--- src/rtl/spi_mmio_bridge_if.sv ---
// CPU bus and spi_controller handshake signals of the bridge.
// slave = bridge side; master = CPU bus plus controller side.
interface spi_mmio_bridge_if;
  logic [3:0]  bus_addr;
  logic [31:0] bus_wdata;
  logic        bus_we;
  logic        bus_re;
  logic [31:0] bus_rdata;
  logic        irq;
  logic        spi_trigger;
  logic [7:0]  spi_command;
  logic [7:0]  spi_response;
  logic        spi_busy;

  modport master (
    output bus_addr, bus_wdata, bus_we, bus_re, spi_response, spi_busy,
    input  bus_rdata, irq, spi_trigger, spi_command
  );

  modport slave (
    input  bus_addr, bus_wdata, bus_we, bus_re, spi_response, spi_busy,
    output bus_rdata, irq, spi_trigger, spi_command
  );
endinterface

--- src/rtl/spi_mmio_bridge.sv ---
// MMIO front end for spi_controller: TX FIFO feeds one launch per byte, responses land in an RX FIFO.
// bus_rdata is valid one cycle after bus_re; pushes into a full FIFO are dropped and flagged, never stalled.
module spi_mmio_bridge #(
  parameter int TX_DEPTH = 4,
  parameter int RX_DEPTH = 4
) (
  input logic              clk,
  input logic              rst,
  spi_mmio_bridge_if.slave bus_if
);
  localparam int TXAW = $clog2(TX_DEPTH);
  localparam int RXAW = $clog2(RX_DEPTH);

  typedef enum logic [1:0] {IDLE, ARM, XFER, DONE} state_t;

  state_t          state_q, state_d;
  logic [1:0]      arm_cnt_q, arm_cnt_d;
  logic [7:0]      cmd_q, cmd_d;
  logic            trig_q, trig_d;
  logic [1:0]      ctrl_q, ctrl_d;
  logic            tx_ovf_q, tx_ovf_d;
  logic            rx_ovf_q, rx_ovf_d;
  logic [31:0]     rdata_q, rdata_d;

  logic [7:0]      tx_mem_q [TX_DEPTH];
  logic [TXAW-1:0] tx_wr_q, tx_wr_d, tx_rd_q, tx_rd_d;
  logic [TXAW:0]   tx_cnt_q, tx_cnt_d;
  logic [7:0]      rx_mem_q [RX_DEPTH];
  logic [RXAW-1:0] rx_wr_q, rx_wr_d, rx_rd_q, rx_rd_d;
  logic [RXAW:0]   rx_cnt_q, rx_cnt_d;

  logic tx_empty, tx_full, rx_empty, rx_full;
  logic tx_push, tx_pop, tx_push_ok;
  logic rx_push, rx_pop, rx_push_ok;
  logic ctrl_wr, arm_timeout;
  logic unused_bus;

  assign tx_empty = (tx_cnt_q == '0);
  assign tx_full  = (tx_cnt_q == (TXAW+1)'(TX_DEPTH));
  assign rx_empty = (rx_cnt_q == '0);
  assign rx_full  = (rx_cnt_q == (RXAW+1)'(RX_DEPTH));

  assign tx_push    = bus_if.bus_we && (bus_if.bus_addr[3:2] == 2'd0);
  assign ctrl_wr    = bus_if.bus_we && (bus_if.bus_addr[3:2] == 2'd2);
  assign rx_pop     = bus_if.bus_re && !bus_if.bus_we && (bus_if.bus_addr[3:2] == 2'd0) && !rx_empty;
  // A same-cycle pop frees the slot, so a push into a full FIFO still lands.
  assign tx_push_ok = tx_push && (!tx_full || tx_pop);
  assign rx_push_ok = rx_push && (!rx_full || rx_pop);

  assign unused_bus = ^{bus_if.bus_wdata[31:8], bus_if.bus_addr[1:0]};

  always_comb begin
    state_d     = state_q;
    arm_cnt_d   = arm_cnt_q;
    cmd_d       = cmd_q;
    trig_d      = 1'b0;
    tx_pop      = 1'b0;
    rx_push     = 1'b0;
    arm_timeout = 1'b0;
    case (state_q)
      IDLE: begin
        if (ctrl_q[0] && !tx_empty && !bus_if.spi_busy) begin
          tx_pop    = 1'b1;
          cmd_d     = tx_mem_q[tx_rd_q];
          trig_d    = 1'b1;
          arm_cnt_d = '0;
          state_d   = ARM;
        end
      end
      ARM: begin
        if (bus_if.spi_busy) begin
          state_d = XFER;
        end else if (arm_cnt_q == 2'd3) begin
          arm_timeout = 1'b1;
          state_d     = IDLE;
        end else begin
          arm_cnt_d = arm_cnt_q + 2'd1;
        end
      end
      XFER: begin
        if (!bus_if.spi_busy) state_d = DONE;
      end
      default: begin
        rx_push = 1'b1;
        state_d = IDLE;
      end
    endcase
  end

  always_comb begin
    tx_wr_d  = tx_wr_q;
    tx_rd_d  = tx_rd_q;
    tx_cnt_d = tx_cnt_q;
    if (tx_push_ok) tx_wr_d = tx_wr_q + TXAW'(1);
    if (tx_pop)     tx_rd_d = tx_rd_q + TXAW'(1);
    if (tx_push_ok && !tx_pop)      tx_cnt_d = tx_cnt_q + (TXAW+1)'(1);
    else if (!tx_push_ok && tx_pop) tx_cnt_d = tx_cnt_q - (TXAW+1)'(1);

    rx_wr_d  = rx_wr_q;
    rx_rd_d  = rx_rd_q;
    rx_cnt_d = rx_cnt_q;
    if (rx_push_ok) rx_wr_d = rx_wr_q + RXAW'(1);
    if (rx_pop)     rx_rd_d = rx_rd_q + RXAW'(1);
    if (rx_push_ok && !rx_pop)      rx_cnt_d = rx_cnt_q + (RXAW+1)'(1);
    else if (!rx_push_ok && rx_pop) rx_cnt_d = rx_cnt_q - (RXAW+1)'(1);
  end

  // Overflow set wins over a same-cycle clear so a fresh event is never lost.
  always_comb begin
    ctrl_d   = ctrl_q;
    tx_ovf_d = tx_ovf_q;
    rx_ovf_d = rx_ovf_q;
    if (ctrl_wr) begin
      ctrl_d = bus_if.bus_wdata[1:0];
      if (bus_if.bus_wdata[4]) tx_ovf_d = 1'b0;
      if (bus_if.bus_wdata[5]) rx_ovf_d = 1'b0;
    end
    if ((tx_push && !tx_push_ok) || arm_timeout) tx_ovf_d = 1'b1;
    if (rx_push && !rx_push_ok) rx_ovf_d = 1'b1;
  end

  always_comb begin
    rdata_d = rdata_q;
    if (bus_if.bus_re) begin
      rdata_d = '0;
      if (!bus_if.bus_we) begin
        case (bus_if.bus_addr[3:2])
          2'd0:    if (!rx_empty) rdata_d = {24'b0, rx_mem_q[rx_rd_q]};
          2'd1:    rdata_d = {25'b0, rx_ovf_q, tx_ovf_q, (state_q != IDLE),
                              rx_full, rx_empty, tx_full, tx_empty};
          2'd2:    rdata_d = {30'b0, ctrl_q};
          default: rdata_d = '0;
        endcase
      end
    end
  end

  always_ff @(posedge clk) begin
    if (tx_push_ok) tx_mem_q[tx_wr_q] <= bus_if.bus_wdata[7:0];
    if (rx_push_ok) rx_mem_q[rx_wr_q] <= bus_if.spi_response;
  end

  always_ff @(posedge clk or posedge rst) begin
    if (rst) begin
      state_q   <= IDLE;
      arm_cnt_q <= '0;
      cmd_q     <= '0;
      trig_q    <= 1'b0;
      ctrl_q    <= '0;
      tx_ovf_q  <= 1'b0;
      rx_ovf_q  <= 1'b0;
      rdata_q   <= '0;
      tx_wr_q   <= '0;
      tx_rd_q   <= '0;
      tx_cnt_q  <= '0;
      rx_wr_q   <= '0;
      rx_rd_q   <= '0;
      rx_cnt_q  <= '0;
    end else begin
      state_q   <= state_d;
      arm_cnt_q <= arm_cnt_d;
      cmd_q     <= cmd_d;
      trig_q    <= trig_d;
      ctrl_q    <= ctrl_d;
      tx_ovf_q  <= tx_ovf_d;
      rx_ovf_q  <= rx_ovf_d;
      rdata_q   <= rdata_d;
      tx_wr_q   <= tx_wr_d;
      tx_rd_q   <= tx_rd_d;
      tx_cnt_q  <= tx_cnt_d;
      rx_wr_q   <= rx_wr_d;
      rx_rd_q   <= rx_rd_d;
      rx_cnt_q  <= rx_cnt_d;
    end
  end

  assign bus_if.bus_rdata   = rdata_q;
  assign bus_if.irq         = ctrl_q[1] && !rx_empty;
  assign bus_if.spi_trigger = trig_q;
  assign bus_if.spi_command = cmd_q;
endmodule

--- src/flat_wrapper.sv ---
// flat-port wrapper written by rule: the top's interface ports become plain ports
module spi_mmio_bridge_flat 
#(
  parameter int TX_DEPTH = 4,
  parameter int RX_DEPTH = 4
)
  (clk, rst, bus_if_bus_addr, bus_if_bus_wdata, bus_if_bus_we, bus_if_bus_re, bus_if_spi_response, bus_if_spi_busy, bus_if_bus_rdata, bus_if_irq, bus_if_spi_trigger, bus_if_spi_command);
  spi_mmio_bridge_if bus_if_i ();
  input logic clk;
  input logic rst;
  input wire logic [$bits(bus_if_i.bus_addr)-1:0] bus_if_bus_addr;
  input wire logic [$bits(bus_if_i.bus_wdata)-1:0] bus_if_bus_wdata;
  input wire logic [$bits(bus_if_i.bus_we)-1:0] bus_if_bus_we;
  input wire logic [$bits(bus_if_i.bus_re)-1:0] bus_if_bus_re;
  input wire logic [$bits(bus_if_i.spi_response)-1:0] bus_if_spi_response;
  input wire logic [$bits(bus_if_i.spi_busy)-1:0] bus_if_spi_busy;
  output wire logic [$bits(bus_if_i.bus_rdata)-1:0] bus_if_bus_rdata;
  output wire logic [$bits(bus_if_i.irq)-1:0] bus_if_irq;
  output wire logic [$bits(bus_if_i.spi_trigger)-1:0] bus_if_spi_trigger;
  output wire logic [$bits(bus_if_i.spi_command)-1:0] bus_if_spi_command;
  assign bus_if_i.bus_addr = bus_if_bus_addr;
  assign bus_if_i.bus_wdata = bus_if_bus_wdata;
  assign bus_if_i.bus_we = bus_if_bus_we;
  assign bus_if_i.bus_re = bus_if_bus_re;
  assign bus_if_i.spi_response = bus_if_spi_response;
  assign bus_if_i.spi_busy = bus_if_spi_busy;
  assign bus_if_bus_rdata = bus_if_i.bus_rdata;
  assign bus_if_irq = bus_if_i.irq;
  assign bus_if_spi_trigger = bus_if_i.spi_trigger;
  assign bus_if_spi_command = bus_if_i.spi_command;
  spi_mmio_bridge #(.TX_DEPTH(TX_DEPTH), .RX_DEPTH(RX_DEPTH)) u_core (.clk(clk), .rst(rst), .bus_if(bus_if_i));
endmodule
--- config.mk ---
export PLATFORM = sky130hd
export DESIGN_NAME = spi_mmio_bridge_flat
export DESIGN_NICKNAME = d
export VERILOG_FILES = /design/src/rtl/spi_mmio_bridge_if.sv /design/src/rtl/spi_mmio_bridge.sv /design/src/flat_wrapper.sv
export SDC_FILE = /design/constraint.sdc
export NUM_CORES = 1
export LEC_CHECK = 0
export CAP_MARGIN = 20
export CORE_UTILIZATION = 45
export DETAILED_ROUTE_END_ITERATION = 6
export GPL_ROUTABILITY_DRIVEN = 0
export PLACE_DENSITY = 0.71
export SYNTH_ARGS = -nofsm -noshare
export SYNTH_HDL_FRONTEND = slang
export SYNTH_SLANG_ARGS = --single-unit
export TNS_END_PERCENT = 1
--- constraint.sdc ---
create_clock -name clk -period 4.85 [get_ports clk]
set_input_delay 1.2125 -clock clk [delete_from_list [all_inputs] [get_ports clk]]
set_output_delay 1.2125 -clock clk [all_outputs]
set_load 0.005 [all_outputs]
Word-level counts from Yosys, hierarchy flattened
Memory sizes are Yosys's and may differ from the RTL's. A register that Yosys moved wholly into a read port is not among the register bits.
Cells that the tools add are included.
W data, S select, Z words.

cells by class
  bitwise gates (word level) = 0
  shift-type cells = 0
  $add $sub $neg = 9
  mux-type cells = 32
  div/mod/pow operators = 0
  magnitude comparators = 0
  equal/unequal tests = 12
  reductions and logical operators = 47
  $mul = 0

operators with widths
  kind                   count
  $mux W32               1
  $pmux W8 S3            1
  $logic_and A1 B1 Y1    16
  $mux W1                16
  $reduce_bool A2 Y1     8
  $mux W2                7
  $mux W3                4
  $add A2 B1 Y2 const B  5
  $logic_not A1 Y1       10
  $mux W8                1
  $add A3 B1 Y3 const B  2
  $eq A2 B2 Y1 const B   3
  $eq A3 B3 Y1 const B   2
  $logic_not A3 Y1       2
  $ne A2 B2 Y1 const B   3
  $pmux W2 S3            1
  $reduce_and A2 Y1      3
  $sub A3 B1 Y3 const B  2
  $eq A2 B1 Y1 const B   2
  $logic_not A2 Y1       2
  $pmux W2 S2            1
  $reduce_and A4 Y1      1
  $logic_or A1 B1 Y1     3
  $ne A3 B2 Y1 const B   1
  other kinds (3)        3

word-level totals
  memory bits (writable) = 64
  output and inout port bits = 42
  bits in read-only memories = 0
  bits in latches = 0
  memories = 2
  register bits = 55
  word-level logic and storage cells = 115

memory list
  memory           words  width  read ports  clocked after Yosys merged registers in  wr ports  line                   RTL
  u_core.rx_mem_q  4      8      1           0                                        1         spi_mmio_bridge.sv:28  logic [7:0] rx_mem_q [RX_DEPTH];
  u_core.tx_mem_q  4      8      1           1                                        1         spi_mmio_bridge.sv:25  logic [7:0] tx_mem_q [TX_DEPTH];

Logic depth before layout (Yosys ltp)
  depth after elaboration = 13
  depth in mapped cells = 11
  depth with buffers taken out = 9

Worst setup path after synthesis
No wires, ideal clock.

  kind = input to register
  start point = input port bus_if_bus_re
  end point = register u_core.rx_cnt_q[2]
  stages on the path = 11
  setup time = 0.079 ns
  arrival time = 3.189 ns
  buffers on the path = 2
  slack = 1.582 ns
  cells stage by stage = buf_6 -> nand2b_4 -> or4_4 -> buf_6 -> a21oi_4 -> ha_1 -> inv_1 -> fa_1 -> xor2_1 -> nor2_1 -> xor2_1

on the way
  longest elaborated chain between the ends = 8

ends and longest elaborated chain
  element                              line                    RTL
  from (decl)                          flat_wrapper.sv:14      input wire logic [$bits(bus_if_i.bus_re)-1:0] bus_if_bus_re;
  $logic_and A1 B1 Y1 * (3 in a row)   spi_mmio_bridge.sv:45   assign rx_pop = bus_if.bus_re && !bus_if.bus_we && (bus_if.bus_addr[3:2] == 2'd0) && !rx_empty;
  $logic_or A1 B1 Y1 *                 spi_mmio_bridge.sv:48   assign rx_push_ok = rx_push && (!rx_full || rx_pop);
  $logic_and A1 B1 Y1 *                spi_mmio_bridge.sv:48
  net u_core.rx_push_ok                spi_mmio_bridge.sv:34   logic rx_push, rx_pop, rx_push_ok;
  $logic_not A1 Y1                     spi_mmio_bridge.sv:105  else if (!rx_push_ok && rx_pop) rx_cnt_d = rx_cnt_q - (RXAW+1)'(1);
  $logic_and A1 B1 Y1                  spi_mmio_bridge.sv:105
  $reduce_bool A2 Y1 (no source line)  n/a
  to (signal assigned)                 spi_mmio_bridge.sv:173  rx_cnt_q <= rx_cnt_d;
  to (decl)                            spi_mmio_bridge.sv:30   logic [RXAW:0] rx_cnt_q, rx_cnt_d;

Mark *: on every way through the listed nets, which the timed path passes. The rest lies on a longest branch.
A chain may end at the register's enable or synchronous reset.

Final worst setup path
Same ends and word-level chain as after synthesis.

==> metrics <==
status=complete, no violations; Net Sw Frac=0.3032; crit path max fanout=9; Post-Synth Simple-Gate Area=0.05821; RR Startpoint=u_core.rx_cnt_q[0]; P_leak=0.001892 uW; maxcap violations=0; Top delay family on crit path=simple AND/OR/NAND/NOR gates; Clock power frac=0.202; DRT Pass-1 Iters=4; adder-cell share of the synthesized area=0.03974; layout cells sized above 1=0.1552; # fillers=821; drt drc=0; Max VDD drop=0.2096 mV; Max-slew headroom=0.5581; Final ANT Viol Nets=0; worst slack at placement=0.7828 ns; Final Core Density=0.5251; crit path DAT=3.96 ns; hpwl dp=4919 um; n_diodes=0; final hold violations=0; Peak Freq=271.9 MHz; post-DR vias/cell=4.870; Worst path slowest cell=clkdlybuf4s50_1; Num Clock Sinks=103; Synth Cell Area=4471 um^2; setup TNS=0 ns; XOR/XNOR share of the synthesized area=0.02351; post-layout min period=3.678 ns; RSZ-0062 raised after global routing=false; Area Overhead vs Synth=13.74%; first-pass GRT wire length=11620 um; vias=2279; number of global-route vias before repair=2359; Buffers & Inverters on Critical Path=2; Post-CTS Resized=0; element type at the critical path end=flip-flop; busiest metal layer after global routing=met2; Worst-path clk slew=0.10 ns; CP max stage delay=0.69 ns; area occupied by multi-input gates=1359 um^2; clk_lat worst skew=0.36 ns; Critical Path Sink=u_core.rx_cnt_q[2]; final worst-path cycle share=0.7583; worst path required time=5.13 ns; Site Rows=36; clk_skew=0.01542 ns; CP Class=input pin to flip-flop; CTS Root Buffer Type=clkbuf_8; initial antenna violation count=0; most used cell, CP=xor2_1; Worst setup SP type=input pin; cts bufs inserted=9; hold path cells=2; die area=10340 um^2; worst hold slack=0.4988 ns; H-tree depth=3; IO Pins=91; reg2reg setup slack=2.32 ns; total gr overflow=0; syn_area_per_cell=15.63 um^2; Compound-Gate Fraction of Synth Area=0.04562; # nets final=392; Post-CTS Setup Bufs=0; largest net degree at the start of global routing=40; YS warnings=0; Die Ht=101.7 um; WL final=7039 um; met1 Use GR=0.1883; PnR worst setup slack=1.172 ns; chip width=101.7 um; critical path, cell by cell=clkdlybuf4s50_1 -> nand2b_4 -> or4_4 -> a21oi_4 -> ha_1 -> inv_1 -> fa_1 -> xor2_1 -> nor2_1 -> xor2_1; worst reg2reg endpoint=u_core.rx_cnt_q[2]; Tot GR Track Use=0.1538; buffers added on ports=40; main combinational cell family by area after synthesis=multiplexers; Starting Density=0.4616; Core Region=9684 um^2; Worst Reg-to-Reg Cells=9; register area=2898 um^2; part of the power in registers=0.524; P_int=1698 uW; Post-Syn Instances=286; number of hold buffers added after CTS=0; worst-margin pin slew=0.6578 ns; sequential-to-total area share from yosys stat=0.6482; NetSw=738.7 uW; Routed wire per std cell=15.04 um; CTS tree=built; synth unique cells=39; GR Layer Usage met2=0.2640; Max Slew Vio Count=0; Gate power share=0.274; clk buf depth=2; worst setup path start=bus_if_bus_re; setup violators final=0; DR iter-0 viols=64; PwrDens=479.2 nW/um^2; M3 GR Usage=0.03865; multiplexer share of the synthesized area=0.1167; Yosys reg bits=103; CP Depth=10; min-delay worst type=flip-flop to flip-flop
==> through the flow <==
stage                     total power, uW  cells  cell area, um^2
after detailed placement             1975    452             4906
final                                2437    468             5085
after floorplan                      1741    309             4557
after global routing                 2598    468             5085
after CTS                            2464    468             5085
after global placement               1940    452             4906
==> how the worst min path moves through the flow <==
stage	from	endpoint	slack (ns)
2_1_floorplan	u_core.rx_ovf_q	u_core.rx_ovf_q	0.45
4_1_cts	u_core.rx_cnt_q[2]	u_core.rx_cnt_q[2]	0.50
6_report	u_core.rx_ovf_q	u_core.rx_ovf_q	0.50
5_1_grt	u_core.rx_cnt_q[2]	u_core.rx_cnt_q[2]	0.52
3_5_place_dp	u_core.rx_ovf_q	u_core.rx_ovf_q	0.48
3_3_place_gp	u_core.rx_ovf_q	u_core.rx_ovf_q	0.47
==> cells in the final DEF (no fill, tap or decap), drive strengths merged, types with 2 or more instances in the layout <==
master         Yosys  routed
edfxtp            64      64
clkdlybuf4s50      0      40
dfrtp             39      39
conb               1      24
inv               20      23
mux4              16      16
mux2              14      14
nand2             12      12
ha                11      11
clkbuf             2      10
o22ai              8       8
and2               8       8
xnor2              7       7
a21oi              6       6
nor2b              5       5
nor2               5       5
nor3               5       5
xor2               5       5
o21ai              5       5
nand3              3       3
nor3b              3       3
a22oi              3       3
clkinv             0       3
a22o               2       2
a222oi             2       2
fa                 2       2
nand2b             2       2
==> power by group through the flow <==
stage	Combinational (uW)	Sequential, uW	Clock [uW]
global placement	646	1290	0
CTS	674	1290	505
finish	667	1280	492
detailed placement	671	1300	0
floorplan	534	1210	0
global route	746	1320	537
==> metal layers <==
layer	wire, um	part of all wire
met1	3117	0.44
met2	3580	0.51
met3	256	0.036
met4	86	0.012
met5	0	0
==> state kept, by name, indices dropped and copies added (netlist names), 3 cells and up <==
register and count:
u_core.bus_if.bus_rdata 8, u_core.bus_if.spi_command 8, u_core.rx_cnt_q 3, u_core.rx_mem_q 32, u_core.tx_cnt_q 3, u_core.tx_mem_q 32
==> cell usage after synthesis (all sizes together) <==
cell type	n	area, um^2
nor3	5	25.02
o32ai	1	8.760
mux4	16	360.4
or2	1	6.260
nand2b	2	20.02
mux2	14	161.4
nand3	3	15.01
nor4b	1	8.760
o22ai	8	50.05
xnor2	7	61.31
a31oi	1	6.260
a21o	1	8.760
nor3b	3	22.52
conb	1	3.750
clkbuf	2	7.510
o21ai	5	25.02
ha	11	137.6
and2	8	50.05
a21oi	6	45.05
a222oi	2	20.02
edfxtp	64	1922
dfrtp	39	975.9
nand2	12	45.04
xor2	5	43.79
buf	29	217.7
nor2	5	18.77
inv	20	75.07
or3	1	6.260
a22o	2	17.52
a22oi	3	22.52
nor2b	5	31.28
fa	2	40.04
or4	1	11.26
==> area by class of cell <==
class,instances,area share
Clock buffer,10,0.02510
Multi-Input combinational cell,155,0.2672
Sequential cell,103,0.5699
Timing Repair Buffer,41,0.08022
Inverter,20,0.01476
Tap cell,133,0.03273
Clock inverter,6,0.01009
==> worst min-delay path, cell delays in order, from the launching register on <==
cell,delay (ns)
dfrtp_1,0.36
nand2_1,0.05
o21ai_0,0.06
==> logic make-up after synthesis <==
group | Yosys count
AND/OR/NAND/NOR | 47
AO/OA/AOI/OAI | 29
buffers and inverters | 51
flip-flops | 103
other | 1
multiplexers | 30
XOR/XNOR | 12
adder cells (fa/ha/maj) | 13
Power figures use the tool's default switching activity.
